--- config.mk ---
export PLATFORM = sky130hd
export DESIGN_NAME = mse_loss_stream
export DESIGN_NICKNAME = d
export VERILOG_FILES = /design/src/rtl/mse_loss_stream.sv
export SDC_FILE = /design/constraint.sdc
export NUM_CORES = 2
export LEC_CHECK = 0
export CAP_MARGIN = 20
export CORE_MARGIN = 1
export CORE_UTILIZATION = 57
export CTS_CLUSTER_SIZE = 40
export DETAILED_ROUTE_END_ITERATION = 8
export PLACE_DENSITY = 0.78
export SKIP_CTS_REPAIR_TIMING = 1
export SLEW_MARGIN = 20
export SYNTH_ARGS = -nofsm -noshare
export SYNTH_HDL_FRONTEND = slang
export SYNTH_SLANG_ARGS = --single-unit
--- constraint.sdc ---
create_clock -name clk -period 14.1 [get_ports clk]
set_input_delay 1.41 -clock clk [delete_from_list [all_inputs] [get_ports clk]]
set_output_delay 1.41 -clock clk [all_outputs]
set_load 0.1 [all_outputs]
--- src/rtl/mse_loss_stream.sv ---
// Streaming MSE reduction: four-stage squared-difference pipeline that feeds a batch accumulator, emitting floor(sum/NUM_ELEMS) once per batch.
// Optional MSE_LOSS_SATURATE_EN clamps an over-range mean to all ones instead of truncating it.
module mse_loss_stream #(
  parameter int DATA_W    = 16,
  parameter int LANES     = 4,
  parameter int NUM_ELEMS = 4096,
  parameter int OUT_W     = 32,
  parameter int ACC_W     = 2*DATA_W + $clog2(NUM_ELEMS)
) (
  input  logic                    clk,
  input  logic                    rst,
  input  logic                    in_valid,
  output logic                    in_ready,
  input  logic [LANES*DATA_W-1:0] pred_data,
  input  logic [LANES*DATA_W-1:0] tgt_data,
  output logic                    out_valid,
  input  logic                    out_ready,
  output logic [OUT_W-1:0]        out_data,
  output logic                    busy
);

  localparam int LOG_N  = $clog2(NUM_ELEMS);
  localparam int BEATS  = NUM_ELEMS / LANES;
  localparam int CNT_W  = $clog2(BEATS + 1);
  localparam int DIFF_W = DATA_W + 1;
  localparam int SQ_W   = 2 * DATA_W;
  localparam int SUM_W  = SQ_W + $clog2(LANES);
  localparam logic [ACC_W-1:0] OUT_MAX = ACC_W'({OUT_W{1'b1}});

  typedef enum logic [1:0] {ST_IDLE, ST_ACCUM, ST_DRAIN, ST_OUTPUT} state_e;

  state_e                    state_q;
  logic [CNT_W-1:0]          cnt_q;
  logic [ACC_W-1:0]          acc_q;
  logic                      in_ready_q, busy_q, out_valid_q;
  logic [OUT_W-1:0]          out_data_q;

  logic                      s1_vld_q, s2_vld_q, s3_vld_q;
  logic signed [DIFF_W-1:0]  diff_q [LANES];
  logic        [SQ_W-1:0]    sq_q   [LANES];
  logic        [SUM_W-1:0]   sum_q;

  logic signed [DIFF_W-1:0]  diff_d [LANES];
  logic        [DATA_W-1:0]  mag_d  [LANES];
  logic        [SQ_W-1:0]    sq_d   [LANES];
  logic        [SUM_W-1:0]   sum_d;
  logic        [OUT_W-1:0]   res_d;
  logic                      accept;

  assign accept    = in_valid && in_ready_q;
  assign in_ready  = in_ready_q;
  assign busy      = busy_q;
  assign out_valid = out_valid_q;
  assign out_data  = out_data_q;

  // |diff| <= 2^DATA_W-1, so the magnitude fits DATA_W bits and its square fits SQ_W
  always_comb begin
    for (int i = 0; i < LANES; i++) begin
      diff_d[i] = {pred_data[i*DATA_W + DATA_W - 1], pred_data[i*DATA_W +: DATA_W]}
                - {tgt_data[i*DATA_W + DATA_W - 1],  tgt_data[i*DATA_W +: DATA_W]};
      mag_d[i]  = diff_q[i][DIFF_W-1] ? DATA_W'(-diff_q[i]) : DATA_W'(diff_q[i]);
      sq_d[i]   = SQ_W'(mag_d[i]) * SQ_W'(mag_d[i]);
    end
  end

  always_comb begin
    sum_d = '0;
    for (int i = 0; i < LANES; i++) begin
      sum_d = sum_d + SUM_W'(sq_q[i]);
    end
  end

  always_comb begin
`ifdef MSE_LOSS_SATURATE_EN
    res_d = ((acc_q >> LOG_N) > OUT_MAX) ? {OUT_W{1'b1}} : OUT_W'(acc_q >> LOG_N);
`else
    res_d = OUT_W'(acc_q >> LOG_N);
`endif
  end

  always_ff @(posedge clk or posedge rst) begin
    if (rst) begin
      s1_vld_q <= 1'b0;
      s2_vld_q <= 1'b0;
      s3_vld_q <= 1'b0;
      sum_q    <= '0;
      for (int i = 0; i < LANES; i++) begin
        diff_q[i] <= '0;
        sq_q[i]   <= '0;
      end
    end else begin
      s1_vld_q <= accept;
      s2_vld_q <= s1_vld_q;
      s3_vld_q <= s2_vld_q;
      for (int i = 0; i < LANES; i++) begin
        if (accept)   diff_q[i] <= diff_d[i];
        if (s1_vld_q) sq_q[i]   <= sq_d[i];
      end
      if (s2_vld_q) sum_q <= sum_d;
    end
  end

  always_ff @(posedge clk or posedge rst) begin
    if (rst) begin
      state_q     <= ST_IDLE;
      cnt_q       <= '0;
      acc_q       <= '0;
      in_ready_q  <= 1'b0;
      busy_q      <= 1'b0;
      out_valid_q <= 1'b0;
      out_data_q  <= '0;
    end else begin
      if (s3_vld_q) acc_q <= acc_q + ACC_W'(sum_q);
      case (state_q)
        ST_IDLE: begin
          in_ready_q <= 1'b1;
          busy_q     <= 1'b0;
          if (accept) begin
            busy_q <= 1'b1;
            cnt_q  <= CNT_W'(1);
            if (BEATS == 1) begin
              state_q    <= ST_DRAIN;
              in_ready_q <= 1'b0;
            end else begin
              state_q <= ST_ACCUM;
            end
          end
        end
        ST_ACCUM: begin
          if (accept) begin
            cnt_q <= cnt_q + CNT_W'(1);
            if (cnt_q == CNT_W'(BEATS - 1)) begin
              state_q    <= ST_DRAIN;
              in_ready_q <= 1'b0;
            end
          end
        end
        // pipeline empty means the final lane sum already landed in acc_q
        ST_DRAIN: begin
          if (!s1_vld_q && !s2_vld_q && !s3_vld_q) begin
            state_q     <= ST_OUTPUT;
            out_valid_q <= 1'b1;
            out_data_q  <= res_d;
          end
        end
        ST_OUTPUT: begin
          if (out_ready) begin
            state_q     <= ST_IDLE;
            out_valid_q <= 1'b0;
            out_data_q  <= '0;
            acc_q       <= '0;
            cnt_q       <= '0;
            in_ready_q  <= 1'b1;
            busy_q      <= 1'b0;
          end
        end
        default: state_q <= ST_IDLE;
      endcase
    end
  end

endmodule

======== Word-level counts from Yosys, hierarchy flattened ========
Index checks and enable logic that the tools add are counted.
storage, ports and cells
  bits in registers ....................... 325
  bits in latches ......................... 0
  memory bits (writable) .................. 0
  ROM bits ................................ 0
  output and inout port bits .............. 35
  memories ................................ 0
cells by class
  add/subtract/negate cells ............... 13
  multipliers ............................. 4
  divide/modulo/power cells ............... 0
  magnitude comparators ................... 0
  eq/ne operators ......................... 9
  shifts and indexed selects .............. 0
  mux-type cells .......................... 29
  bitwise operators ....................... 0
  reduce and logical (&&, ||, !) cells .... 15
operator list
  cell                                                    number
  two-way mux 44 bit                                      3
  multiplier 16 x 16 -> 32 bit                            4
  subtractor 16 x 16 -> 17 bit                            4
  two-way mux 16 bit                                      4
  two-way mux 32 bit                                      2
  negator 16 bit                                          4
  one-hot mux 32 bit (2 select lines)                     1
  adder 44 x 34 -> 44 bit                                 1
  adder 33 x 32 -> 34 bit                                 1
  adder 34 x 32 -> 34 bit                                 1
  adder 32 x 32 -> 33 bit                                 1
  two-way mux 11 bit                                      3
  one-hot mux 11 bit (3 select lines)                     1
  adder 11 x 1 -> 11 bit (second input constant)          1
  equality test 11 x 10 -> 1 bit (second input constant)  1
  two-way mux 2 bit                                       5
  inequality test 2 bit (second input constant)           5
  one-hot mux 2 bit (4 select lines)                      1
  AND reduction 4 bit                                     2
  two-way mux 1 bit                                       6
  AND reduction 5 bit                                     1
  equality test 2 bit (second input constant)             2
  one-hot mux 1 bit (2 select lines)                      2
  nonzero test 2 bit                                      2
  other kinds (8)                                         12

======== Depth between registers and ports, before layout ========
  depth after elaboration ................. 5
  mapped depth ............................ 35
  depth with buffers taken out ............ 32

======== Worst setup path after synthesis ========
Ideal clock, no wire load.
  kind .................................... flip-flop to flip-flop
  from .................................... reg diff_q[17] (netlist bit)
  to ...................................... reg sq_q[62] (netlist bit)
  setup time .............................. 0.125 ns
  arrival ................................. 8.625 ns
  required time ........................... 13.975 ns
  slack ................................... 5.351 ns
  stages on the path, launching flop included .. 32
  cells stage by stage .................... dfrtp_1 -> inv_1 -> clkbuf_1 -> ha_1 -> or3b_2 -> or4_1 -> o41ai_1 -> xor2_1 -> inv_2 -> nand2_1 -> inv_1 -> fa_1 -> inv_1 -> fa_1 -> inv_1 -> fa_1 -> fa_1 -> fa_1 -> inv_1 -> fa_1 -> inv_1 -> ha_1 -> and3_1 -> and3_1 -> and4b_1 -> o41ai_1 -> o21ai_1 -> a221oi_1 -> o21bai_1 -> a31oi_1 -> xnor2_1 -> mux2_2
between the ends
  word-level cells in the longest chain between the ends .. 3
ends and longest elaborated chain
  item                             RTL line  source
  start, declared                  39        logic signed [DIFF_W-1:0] diff_q [LANES];
  start signal, assigned by index  96        if (accept) diff_q[i] <= diff_d[i];
  negator 16 bit                   61        mag_d[i] = diff_q[i][DIFF_W-1] ? DATA_W'(-diff_q[i]) : DATA_W'(diff_q[i]);
  two-way mux 16 bit *             61
  multiplier 16 x 16 -> 32 bit *   62        sq_d[i] = SQ_W'(mag_d[i]) * SQ_W'(mag_d[i]);
  end signal, assigned by index    97        if (s1_vld_q) sq_q[i] <= sq_d[i];
  end, declared                    40        logic [SQ_W-1:0] sq_q [LANES];
Every way passes the cells marked *; elsewhere a longest branch is shown, timed or not.
A chain may end at the register's enable or synchronous reset.

======== Worst setup path in the final report ========
Same ends and word-level chain as after synthesis.

==> metrics <==
status finished, final reports clean; DR vias/cell between 5 and 6; Max Cap Viol 0; largest net degree at the start of global routing 76; Clk pin slew, worst setup/hold paths 0.06 ns; Syn Area/Cell between 9 and 10 um2; maximum clock path buffer count 3; htree depth 2; share of cells above drive strength 1 around 5.3%; setup TNS 0 ns; fraction of registers with async set/reset 100%; clk sinks between 300 and 400; Syn-to-layout area delta 9.21%; Fmax slightly below 100 MHz; Distinct cells, synth 74; Gate Count Post-Synth approximately 5300; gpl congestion between 0.9 and 1; # rows 106; WP data arrival 10.61 ns; Num CTS Buffers 39; register area share after synthesis 16.6%; final worst slack approximately 4.0 ns; top cell type's share of synthesized area between 20 and 30%; kind of critical path flop to flop; RSZ-0062 raised after global routing false; critical path's largest stage delay 0.83 ns; Core Box Area 83800 um2; Layout fillers approximately 7000; Crit. End Element flop; die area around 86000 um2; initial core utilization between 50% and 60%; number of global-route vias before repair 38000; Port Buf Inserts 166; yosys warns 0; Worst Path Required between 10 and 15 ns; fin crit share a little under three quarters; Startpoint Class flop; first-pass GRT wire length approximately 190000 um; Final Slew Violations 0; total track usage roughly 28%; clock root buffer master clkbuf_16; post-layout min period roughly 10 ns; wire length per cell 17.4 um; Finish-stage setup viols 0; die width 293 um; Place WS ~4.2 ns; GRT overflow 0; largest cells by area after synthesis fa_1, dfrtp_1, ha_1; EDFF count, synth 0; HP Class flop to flop; die height 293 um; Primary FF master, synth dfrtp_1; Yosys reg bits 321; initial DRC count about 2100; initial antenna violation count 1; Residual DRC 0; CTS tree done; drt pass-1 iters 6; Post-DP HPWL 94200 um; final net count slightly below 7000; count leader, synth inv_1; ANT nets after route 0; Top Ports approximately 170; clk_skew around 0.033 ns; via count ~37000; Slew @ Worst Pin ~1.2 ns; Netlist Area Pre-Place approximately 48000 um2; Worst slew margin between 10% and 20%; slowest stage cell, crit path o41ai_1; Worst Path Max Fanout 16; Post-Route WL between 100000 and 150000 um; final hold viol count 0; cell taking the most area after synthesis fa_1; most instantiated cells after synthesis inv_1, fa_1, ha_1; final design utilization approximately 63%; clock latency at the later pin of the worst-skew pair 0.59 ns
==> per-layer routing <==
metal  share of wire [%]  up-vias  global-route usage [%]  wire [um]
met5               0.011        -                       0         13
met4                 3.0        2                    8.69       3460
met3                 5.9      218                    3.99       6800
met2                  48     1024                    46.4      55100
met1                  43    18100                    36.7      48900
li1                    -    17200                       -          -
==> cell families (layout without fill, tap and decap cells) <==
family | count (synthesis) | after routing | share of synthesized area [%]
AO/OA/AOI/OAI | 837 | 837 | 11.0
XOR/XNOR | 295 | 295 | 5.41
adder cells (fa/ha/maj) | 1244 | 1244 | 43.2
buffers and inverters | 1144 | 1322 | 8.87
flip-flops | 321 | 321 | 16.6
multiplexers | 144 | 144 | 3.29
other | 2 | 4 | 0.0155
AND/OR/NAND/NOR | 1275 | 1275 | 11.6
==> through the flow <==
stage / instance area [um2] / std cells / hold slack (ns)
after global placement: 51500 / 6504 / 0.460
after CTS: 52900 / 6575 / 0.481
after floorplan: 48400 / 5263 / 0.352
after detailed placement: 51500 / 6504 / 0.469
after global routing: 52900 / 6575 / 0.493
final: 52900 / 6576 / 0.474
==> final timing paths <==
kind | end | cells past startpoint | from | slack [ns]
worst min-delay path | out_data[12]$_DFFE_PP0P_ | 2 | out_data[12]$_DFFE_PP0P_ | 0.47
min in group asynchronous | cnt_q[5]$_DFFE_PP0P_ | 2 | rst | 1.27
worst min register to register | out_data[12]$_DFFE_PP0P_ | 2 | out_data[12]$_DFFE_PP0P_ | 0.47
worst max-delay path | sq_q[62]$_DFFE_PP0P_ | 30 | diff_q[17]$_DFFE_PP0P_ | 3.96
worst max register to register | sq_q[62]$_DFFE_PP0P_ | 30 | diff_q[17]$_DFFE_PP0P_ | 3.96
max in group asynchronous | s1_vld_q$_DFF_PP0_ | 4 | rst | 10.54
==> sequential cells by signal, summed over array words and instances (netlist names) <==
name / cells
s3_vld_q: 1
s2_vld_q: 1
state_q: 2
in_ready: 1
sum_q: 34
busy: 1
acc_q: 44
cnt_q: 11
out_data: 32
diff_q: 68
out_valid: 1
sq_q: 124
s1_vld_q: 1
==> layout make-up <==
cell class | count | area, um2 | area share [%]
repair buffers | 222 | 2080 | 3.94
diodes | 1 | 2.50 | 0.00473
well taps | 1134 | 1420 | 2.68
multi-input cells | 3798 | 36100 | 68.3
flip-flops and latches | 321 | 8040 | 15.2
clock inverters | 17 | 215 | 0.407
inverters | 1029 | 3870 | 7.32
clock buffers | 54 | 1120 | 2.13
==> placed cells by master (no fill, tap or decap), drive strengths merged, types with 60 or more instances in the layout <==
| cell type | n |
|---|---|
| o21ai | 245 |
| ha | 529 |
| dfrtp | 321 |
| nand2b | 60 |
| clkdlybuf4s50 | 166 |
| nor2 | 399 |
| a21oi | 197 |
| xnor2 | 176 |
| inv | 1008 |
| fa | 715 |
| a21o | 111 |
| xor2 | 119 |
| nand2 | 528 |
| mux2 | 121 |
==> critical path, delay by kind of cell (launching register included) <==
kind,cells,cell delay (ns)
AO/OA/AOI/OAI,8,2.50
adder cells (fa/ha/maj),8,3.62
AND/OR/NAND/NOR,4,1.30
flip-flops,1,0.46
buffers and inverters,7,1.25
XOR/XNOR,2,0.62
multiplexers,1,0.26
Power is not shown: default switching activity piles up to over one toggle a cycle in this logic, so the estimate is an artifact.
